**config.mk**
```make
export PLATFORM = sky130hd
export DESIGN_NAME = video_scanout
export DESIGN_NICKNAME = d
export VERILOG_FILES = /design/src/rtl/video_scanout.sv
export SDC_FILE = /design/constraint.sdc
export NUM_CORES = 1
export LEC_CHECK = 0
export BUFFER_PORTS_ARGS = -buffer_cell sky130_fd_sc_hd__buf_4
export CAP_MARGIN = 20
export CORE_ASPECT_RATIO = 0.75
export CORE_MARGIN = 5
export CORE_UTILIZATION = 62
export CTS_CLUSTER_DIAMETER = 80
export CTS_CLUSTER_SIZE = 16
export DETAILED_ROUTE_END_ITERATION = 6
export PLACE_DENSITY = 0.91
export SKIP_CTS_REPAIR_TIMING = 1
export SKIP_LAST_GASP = 1
export SLEW_MARGIN = 40
export SYNTH_ARGS = -nofsm -noshare
export SYNTH_HDL_FRONTEND = slang
export SYNTH_SLANG_ARGS = --single-unit
```
**constraint.sdc**
```tcl
create_clock -name clk -period 6.8 [get_ports clk]
set_clock_uncertainty 0.05 [all_clocks]
set_input_delay 0.68 -clock clk [delete_from_list [all_inputs] [get_ports clk]]
set_output_delay 0.68 -clock clk [all_outputs]
set_load 0.01 [all_outputs]
```
**src/rtl/video_scanout.sv**
```systemverilog
// video_scanout: VGA-style raster timing generator and framebuffer scan-out.
// Each visible pixel is fetched from video memory as one 32-bit word and
// replicated SCALE times horizontally and SCALE lines vertically. The
// counter position reaches the registered outputs after two pix_ce ticks.
module video_scanout #(
    parameter int          H_ACTIVE  = 640,
    parameter int          H_FP      = 16,
    parameter int          H_SYNC    = 96,
    parameter int          H_BP      = 48,
    parameter int          V_ACTIVE  = 480,
    parameter int          V_FP      = 10,
    parameter int          V_SYNC    = 2,
    parameter int          V_BP      = 33,
    parameter int          SCALE     = 4,
    parameter int          FB_WIDTH  = 160,
    parameter logic [31:0] BASE_ADDR = 32'h0000_0000
) (
    input  logic        clk,
    input  logic        rst,
    input  logic        pix_ce,
    input  logic        enable,
    output logic        rd_en,
    output logic [31:0] rd_addr,
    input  logic [31:0] rd_data,
    output logic        hsync,
    output logic        vsync,
    output logic        de,
    output logic [11:0] rgb,
    output logic        frame_start
);

    localparam int H_TOTAL = H_ACTIVE + H_FP + H_SYNC + H_BP;
    localparam int V_TOTAL = V_ACTIVE + V_FP + V_SYNC + V_BP;
    localparam int HW      = $clog2(H_TOTAL + 1);
    localparam int VW      = $clog2(V_TOTAL + 1);
    localparam int SW      = (SCALE > 1) ? $clog2(SCALE) : 1;
    localparam int XW      = $clog2(FB_WIDTH + 1);

    localparam logic [HW-1:0] H_LAST   = HW'(H_TOTAL - 1);
    localparam logic [HW-1:0] H_ACT    = HW'(H_ACTIVE);
    localparam logic [HW-1:0] HS_START = HW'(H_ACTIVE + H_FP);
    localparam logic [HW-1:0] HS_END   = HW'(H_ACTIVE + H_FP + H_SYNC);
    localparam logic [VW-1:0] V_LAST   = VW'(V_TOTAL - 1);
    localparam logic [VW-1:0] V_ACT    = VW'(V_ACTIVE);
    localparam logic [VW-1:0] VS_START = VW'(V_ACTIVE + V_FP);
    localparam logic [VW-1:0] VS_END   = VW'(V_ACTIVE + V_FP + V_SYNC);
    localparam logic [SW-1:0] S_LAST   = SW'(SCALE - 1);
    localparam logic [31:0]   ROW_STEP = 32'(FB_WIDTH * 4);

    // stage 0: raster position and framebuffer walk
    logic [HW-1:0] h_cnt;
    logic [VW-1:0] v_cnt;
    logic [SW-1:0] h_sub;
    logic [SW-1:0] v_sub;
    logic [XW-1:0] fb_x;
    logic [31:0]   row_base;

    // stage 1: decoded position, aligned with the outgoing read
    logic          de_s1;
    logic          hs_act_s1;
    logic          vs_act_s1;
    logic          en_s1;
    logic          first_s1;

    // data capture for the read issued at stage 1
    logic [11:0]   data_q;

    // combinational decode of the current counter position
    logic          vis;
    logic          hs_act;
    logic          vs_act;
    logic          first_pix;
    logic [31:0]   pix_addr;
    logic [11:0]   pix_data;
    logic          rd_data_unused;

    // decode of the stage-0 position and selection of the returning pixel
    always_comb begin
        vis       = (h_cnt < H_ACT) && (v_cnt < V_ACT);
        hs_act    = (h_cnt >= HS_START) && (h_cnt < HS_END);
        vs_act    = (v_cnt >= VS_START) && (v_cnt < VS_END);
        first_pix = (h_cnt == '0) && (v_cnt == '0);
        pix_addr  = BASE_ADDR + row_base + {{(30 - XW){1'b0}}, fb_x, 2'b00};
        // With back-to-back ticks the word arrives in the same clk the
        // output stage needs it; otherwise it was parked in data_q.
        pix_data  = rd_en ? rd_data[11:0] : data_q;
    end

    // only RGB444 is used from each word
    assign rd_data_unused = ^rd_data[31:12];

    // raster counters plus the divider-free framebuffer address walk
    always_ff @(posedge clk or negedge rst) begin
        if (!rst) begin
            h_cnt    <= '0;
            v_cnt    <= '0;
            h_sub    <= '0;
            v_sub    <= '0;
            fb_x     <= '0;
            row_base <= '0;
        end else if (pix_ce) begin
            if (h_cnt == H_LAST) begin
                h_cnt <= '0;
                h_sub <= '0;
                fb_x  <= '0;
                if (v_cnt == V_LAST) begin
                    v_cnt    <= '0;
                    v_sub    <= '0;
                    row_base <= '0;
                end else begin
                    v_cnt <= v_cnt + VW'(1);
                    // rows only advance across visible lines
                    if (v_cnt < V_ACT) begin
                        if (v_sub == S_LAST) begin
                            v_sub    <= '0;
                            row_base <= row_base + ROW_STEP;
                        end else begin
                            v_sub <= v_sub + SW'(1);
                        end
                    end
                end
            end else begin
                h_cnt <= h_cnt + HW'(1);
                if (h_cnt < H_ACT) begin
                    if (h_sub == S_LAST) begin
                        h_sub <= '0;
                        fb_x  <= fb_x + XW'(1);
                    end else begin
                        h_sub <= h_sub + SW'(1);
                    end
                end
            end
        end
    end

    // stage 1: issue the memory read and carry the decoded timing along
    always_ff @(posedge clk or negedge rst) begin
        if (!rst) begin
            rd_en     <= 1'b0;
            rd_addr   <= '0;
            de_s1     <= 1'b0;
            hs_act_s1 <= 1'b0;
            vs_act_s1 <= 1'b0;
            en_s1     <= 1'b0;
            first_s1  <= 1'b0;
        end else begin
            // strobe lasts one clk per pixel even when pix_ce is sparse
            rd_en <= pix_ce && vis && enable;
            if (pix_ce) begin
                if (vis && enable) begin
                    rd_addr <= pix_addr;
                end
                de_s1     <= vis;
                hs_act_s1 <= hs_act;
                vs_act_s1 <= vs_act;
                en_s1     <= enable;
                first_s1  <= first_pix;
            end
        end
    end

    // capture read data one clk after the strobe; runs independent of pix_ce
    always_ff @(posedge clk or negedge rst) begin
        if (!rst) begin
            data_q <= '0;
        end else if (rd_en) begin
            data_q <= rd_data[11:0];
        end
    end

    // stage 2: registered display outputs, all aligned to one pixel
    always_ff @(posedge clk or negedge rst) begin
        if (!rst) begin
            hsync       <= 1'b1;
            vsync       <= 1'b1;
            de          <= 1'b0;
            rgb         <= '0;
            frame_start <= 1'b0;
        end else begin
            frame_start <= pix_ce && first_s1;
            if (pix_ce) begin
                hsync <= ~hs_act_s1;
                vsync <= ~vs_act_s1;
                de    <= de_s1;
                rgb   <= (de_s1 && en_s1) ? pix_data : 12'h000;
            end
        end
    end

endmodule

```
==> flow_summary.ini, run 1 <==
[run]
drv.max_cap_violation_count = 0

[final_layout]
count_of_fill_cells_added_during_filler_insertion = 588
finalNetCount = 721
footprint_of_the_multi_input_gates_um2 = 2790
layout-drive-gt1-share_pct = 19.3
antenna_cells_inserted = 0
seqCellArea_um2 = 3030
area_delta_synth_final_pct = 17.3
final_area_um2 = 7150

[worst_setup_path]
startpoint_type = register
reg2reg_to = row_base[29]
criticalPathCategory = register to register
crit_path_end_kind = register
timing.reg2reg.setup_slack_ps = 3890
crit_required_ps = 7080
cp_max_fo = 19
r2r.worst_path.cells = 5
worstPathArrival_ps = 3200
critical_path.reg2reg.startpoint = v_cnt[6]

[global_routing]
first_global_vias = 5186
maximum_number_of_pins_on_one_net_before_global_route_repair = 89
antenna_found_initial = 0
gr-usage-met2_pct = 46.0
grt_util_met1_pct = 33.1
groute.usage.overall_pct = 27.2
grt_first_pass_wirelength_um = 25800
grt.met3_usage_pct = 7.99
globalRoute.busiestLayer = met2
grt.overflow.total = 0

[yosys]
ys_types = 62
synthesis.yosys.warnings = 0
synth-main-ff-cell = sky130_fd_sc_hd__dfrtp_1
syn_area_per_cell_um2 = 9.81
synthArstFlopShare_pct = 100
synth-edff-count = 0
synth_seq_cells = 121
synth_area_um2 = 6090
netlist_instances = 621
proportion_of_synthesized_chip_area_in_sequential_cells_pct = 49.7

[clock_network]
tritoncts = built
root_buffer = sky130_fd_sc_hd__clkbuf_16
cts.reportedPaths.clkPinSlew_ps = 60
cts-buffers-inserted = 17
ctsLongestPathBuffers = 2
cts_sinks = 121
htree_levels = 4
clock_insertion_delay_worst_skew_ps = 410

[floorplanning]
initial_core_util_pct = 63.3
fp-row-count = 31
die_w_um = 124
design.die.area_um2 = 11900
core_area_um2 = 9620
die_height_um = 95.9
top_level_ports = 85

[timing]
fin_crit_ps = 2910
worst-slew-pin-transition_ps = 1170
final_hold_viol_count = 0
slew_headroom_pct = 21.6
rsz0062_at_grt = no
fin_worst_hold_slack_ps = 158
fin_crit_sh_pct = 42.8
fin_setup_tns_ps = 0
fmax_ghz = 0.343
report.final.slew_viol_count = 0
finalSetupViolations = 0

[min_path]
hold_path.class = primary input to asynchronous set/reset pin

[pwr]
power_frac_comb_pct = 10.3
power_density_nw_per_um2 = 270
power_switching_mw = 0.517
p_int_mw = 1.41
power.share.clock_pct = 46.2
power.leakage_nw = 3.11
swShare_pct = 26.8
p_seq_share_pct = 43.5
ir_drop_worst_case_vdd_uv = 166

[detailed_routing]
routed_wire_length_per_instance_um = 19.0
drt-pass1-iter-count = 6
detailedRoute.firstIterationViolations = 664
routed-via-count = 5190
vias_per_cell = 6.35
postRouteAntennaNets = 0
remaining_drc_errors = 0
wl_um = 15500

[place]
portBuffers = 62
place.gp.congestion = 0.940
post-dp-hpwl_um = 9450
placement.cell_area_um2 = 6570

[run_status]
outcome = complete, no violations
-- critical path, stage by stage, from the launching register on --
cell	delay [ps]
sky130_fd_sc_hd__dfrtp_1	440
sky130_fd_sc_hd__or4_4	590
sky130_fd_sc_hd__nor3_4	720
sky130_fd_sc_hd__o2111ai_2	360
sky130_fd_sc_hd__or4_1	490
sky130_fd_sc_hd__a21oi_1	180
-- worst max path at each step --
stage                     depth (start not counted)  slack [ps]            to     start
after detailed placement                          6        3710  row_base[28]    pix_ce
final                                             5        3890  row_base[29]  v_cnt[6]
after CTS                                         5        3850  row_base[28]  v_cnt[6]
after floorplan                                   8        4270  row_base[29]    pix_ce
after global routing                              5        3710  row_base[29]  h_cnt[7]
after global placement                            6        3510  row_base[28]    pix_ce
-- stage by stage --
step / total power, mW / setup WS, ps / std cells / util, %
3_5_place_dp: 1.04 / 3710 / 785 / 68.2
3_3_place_gp: 1.02 / 3510 / 785 / 68.2
2_1_floorplan: 0.956 / 4270 / 623 / -
4_1_cts: 1.93 / 3850 / 817 / 74.2
5_1_grt: 1.99 / 3710 / 817 / 74.3
6_report: 1.93 / 3890 / 817 / 74.3
-- sequential cells by signal, summed over array words and instances (netlist names) --
name	count
rd_addr	30
row_base	25
data_q	12
rgb	12
h_cnt	10
v_cnt	10
fb_x	8
h_sub	2
v_sub	2
de	1
de_s1	1
en_s1	1
first_s1	1
frame_start	1
hs_act_s1	1
hsync	1
rd_en	1
vs_act_s1	1
vsync	1
-- routing by layer --
metal | wire (µm) | share of wire, % | up-vias
met5 | 0 | 0 | -
met4 | 438 | 2.8 | 0
met3 | 1400 | 9.0 | 52
met2 | 7620 | 49 | 322
met1 | 6040 | 39 | 2520
li1 | - | - | 2296
-- cell families after synthesis --
group | synth area share [%]
AO/OA/AOI/OAI | 12.8
XOR/XNOR | 6.76
adder cells (fa/ha/maj) | 2.67
buffers and inverters | 4.68
flip-flops | 49.7
multiplexers | 3.82
other | 0.0615
AND/OR/NAND/NOR | 19.5
-- synth_stat cells, drive strengths merged (11+ instances only) --
cell / number / area [µm²]
xnor2: 23 / 201
o2111ai: 11 / 103
clkbuf: 23 / 108
nand2: 83 / 312
nor3: 13 / 76.3
a21oi: 14 / 70.1
o21ai: 65 / 325
inv: 23 / 86.3
nor2: 34 / 133
nand4: 15 / 93.8
nand2b: 14 / 87.6
dfrtp: 119 / 2980
mux2: 18 / 203
ha: 13 / 163
nand3: 31 / 155
xor2: 24 / 210
-- power by group through the flow --
stage / clock [mW] / sequential (mW) / combinational (mW)
after floorplan: 0 / 0.837 / 0.119
after global placement: 0 / 0.841 / 0.180
after detailed placement: 0 / 0.848 / 0.192
after CTS: 0.890 / 0.838 / 0.200
after global routing: 0.922 / 0.847 / 0.222
final: 0.890 / 0.840 / 0.199
-- layout make-up --
cell class              instances  area share (%)
clock buffers                  19            6.06
clock inverters                13            2.01
inverters                      24            1.26
multi-input cells             443            39.1
flip-flops and latches        121            42.4
well taps                     132            2.31
repair buffers                 65            6.91
-- cells in the final DEF (no fill, tap or decap), types with 18 or more instances in the layout --
cell type and n:
sky130_fd_sc_hd__buf_4 64, sky130_fd_sc_hd__xnor2_1 23, sky130_fd_sc_hd__nand2_1 83, sky130_fd_sc_hd__dfrtp_1 119, sky130_fd_sc_hd__nor2_1 31, sky130_fd_sc_hd__xor2_1 24, sky130_fd_sc_hd__mux2_2 18, sky130_fd_sc_hd__inv_1 23
sky130_fd_sc_hd__o21ai_0 64, sky130_fd_sc_hd__nand3_1 31
No activity file was read; power rests on OpenSTA's default activity.
==> run 2: changes to the inputs <==
- ABC_AREA: default -> 1
- CORE_UTILIZATION: 62 -> 58
- PLACE_DENSITY: 0.91 -> 0.86
- clock period: 6.8 -> 2.96 ns (I/O delays scaled with it)
==> flow_summary.ini, run 2 <==
[run_status]
outcome = complete, no violations

[yosys]
synth-edff-count = 0
post_synth_fa_ha_maj_area_fraction_pct = 2.45
yosys.cell_count.top_type = sky130_fd_sc_hd__nand2_1
synthesis.yosys.warnings = 0
synth_simple_gate_area_share_pct = 31.9
yosys-mux-area-fraction_pct = 0
proportion_of_synthesized_chip_area_in_sequential_cells_pct = 45.6
synth_seq_cells = 121
netlist_instances = 865
synth_compound_area_share_pct = 8.47
synth_area_um2 = 6650
synthArstFlopShare_pct = 100
syn_area_per_cell_um2 = 7.69
largest_family_of_logic_cells_by_synthesized_area = simple AND/OR/NAND/NOR gates
synth_top_area_share_pct = 44.8
synth.top_cells.by_area = sky130_fd_sc_hd__dfrtp_1 45%, sky130_fd_sc_hd__nand2_1 16%, sky130_fd_sc_hd__inv_1 5.5%
ys_types = 38
synth.cells.most_frequent = 288 x sky130_fd_sc_hd__nand2_1, 119 x sky130_fd_sc_hd__dfrtp_1, 98 x sky130_fd_sc_hd__inv_1
synthXorXnorAreaFrac_pct = 2.90
synth_top_area_cell = sky130_fd_sc_hd__dfrtp_1
synth-main-ff-cell = sky130_fd_sc_hd__dfrtp_1

[worst_setup_path]
criticalPathCategory = register to register
critical_path.reg2reg.startpoint = h_cnt[1]
crit_path_end_kind = register
timing.reg2reg.setup_slack_ps = 780
cpPeakStageDelay_ps = 380
r2r.worst_path.cells = 9
reg2reg_to = row_base[12]
startpoint_type = register
crit_required_ps = 3240
cell_family_contributing_the_most_delay_on_the_critical_path = simple AND/OR/NAND/NOR gates
path_buf_inv = 1
crit_slowest_cell = sky130_fd_sc_hd__dfrtp_1
cp_max_fo = 35
worstPathArrival_ps = 2460
worst_path_depth = 9
timing.critical_path.cells = ha_1 -> nand2_2 -> nor2_4 -> nand3_4 -> nor2_8 -> nand2_4 -> inv_6 -> nand4_1 -> o21ai_0

[detailed_routing]
drt-pass1-iter-count = 6
remaining_drc_errors = 0
detailedRoute.firstIterationViolations = 651
routed-via-count = 6122
routed_wire_length_per_instance_um = 15.5
wl_um = 16700
postRouteAntennaNets = 0
vias_per_cell = 5.67

[clock_network]
tritoncts = built
clock_insertion_delay_worst_skew_ps = 430
root_buffer = sky130_fd_sc_hd__clkbuf_16
cts.reportedPaths.clkPinSlew_ps = 60
htree_levels = 4
cts-buffers-inserted = 17
ctsLongestPathBuffers = 2
cts_sinks = 121

[final_layout]
registers.top_by_ff_count = rd_addr
layout-drive-gt1-share_pct = 16.0
count_of_fill_cells_added_during_filler_insertion = 815
top_regs = rd_addr x30, row_base x25
largest_reg_flops = 30
most-common-layout-cells = 288 x sky130_fd_sc_hd__nand2_1, 119 x sky130_fd_sc_hd__dfrtp_1, 98 x sky130_fd_sc_hd__inv_1
footprint_of_the_multi_input_gates_um2 = 3050
area_delta_synth_final_pct = 16.7
finalNetCount = 975
seqCellArea_um2 = 3030
antenna_cells_inserted = 0
layout.cells.most_common = sky130_fd_sc_hd__nand2_1

[floorplanning]
die_height_um = 103
die_w_um = 134
core_area_um2 = 11100
design.die.area_um2 = 13700
initial_core_util_pct = 60.1
top_level_ports = 85
fp-row-count = 33

[global_routing]
antenna_found_initial = 0
grt_first_pass_wirelength_um = 27700
maximum_number_of_pins_on_one_net_before_global_route_repair = 94
groute.usage.overall_pct = 25.1
first_global_vias = 5753
grt.overflow.total = 0

[pwr]
power_switching_mw = 1.43
p_total_mw = 4.85
power_frac_comb_pct = 14.5
power_density_nw_per_um2 = 625
p_int_mw = 3.42
power.share.clock_pct = 43.9
p_seq_share_pct = 41.6
power.leakage_nw = 4.05
ir_drop_worst_case_vdd_uv = 427
swShare_pct = 29.5

[timing]
report.final.slew_viol_count = 0
worst-slew-pin-transition_ps = 618
fin_crit_sh_pct = 73.7
fin_crit_ps = 2180
slew_headroom_pct = 58.5
fmax_ghz = 0.458
final_hold_viol_count = 0
fin_setup_tns_ps = 0
finalSetupViolations = 0
rsz0062_at_grt = no

[run]
drv.max_cap_violation_count = 0

[min_path]
worstHoldPathCells = 3
timing.hold.worst_endpoint = data_q[10]
hold_path.class = primary input to register
worstHoldStart = rd_data[10]

[place]
place.gp.congestion = 0.943
post-dp-hpwl_um = 10800
portBuffers = 62
==> run 2: final cells by class <==
cell class                      instances  area share [%]
Clock buffer                           18            5.66
Inverter                              105            5.14
Clock inverter                         14            2.06
Multi-Input combinational cell        615            39.3
Timing Repair Buffer                   66            6.58
Tap cell                              140            2.26
Sequential cell                       121            39.0
==> run 2: logic make-up (layout without fill, tap and decap cells) <==
group	after synthesis	count (layout)
simple gates	477	477
compound gates	100	100
fa+ha+maj	13	13
other cells	1	3
buf+inv	131	203
flops	121	121
xor+xnor	22	22
==> run 2: layer usage <==
metal  share of wire (%)  vias to the layer above  global-route usage, %
met5                   0                        -                      0
met4                 3.0                        0                   10.7
met3                  10                       68                   5.71
met2                  44                      358                   38.8
met1                  43                     2811                   34.6
li1                    -                     2885                      -
==> run 2: how the worst max path moves through the flow <==
stage | start | to | slack (ps)
after floorplan | fb_x[6] | rd_addr[25] | 1250
after global placement | h_cnt[1] | row_base[29] | 880
after detailed placement | h_cnt[1] | row_base[9] | 810
after CTS | h_cnt[1] | row_base[10] | 770
after global routing | h_cnt[1] | row_base[12] | 600
final | h_cnt[1] | row_base[12] | 780
==> run 2: tightest hold or removal path: stages <==
cell                      delay [ps]
sky130_fd_sc_hd__buf_4            70
sky130_fd_sc_hd__nand2_1          40
sky130_fd_sc_hd__nand2_1          70
==> run 2: power groups by stage <==
stage	clock, mW	sequential, mW	combinational, mW
after floorplan	0	2.03	0.418
after global placement	0	2.03	0.654
after detailed placement	0	2.04	0.683
after CTS	2.14	2.02	0.707
after global routing	2.22	2.04	0.791
final	2.13	2.02	0.704
==> run 2: per-stage QoR <==
step | util, % | std cells | hold WS [ps] | setup slack (ps) | instance area [µm²]
floorplan | - | 867 | -49.6 | 1250 | 6660
global placement | 64.6 | 1046 | 197 | 882 | 7150
detailed placement | 64.6 | 1046 | 197 | 808 | 7150
CTS | 70.1 | 1078 | -245 | 766 | 7750
global route | 70.1 | 1079 | 45.3 | 598 | 7760
finish | 70.1 | 1079 | 49.1 | 777 | 7760
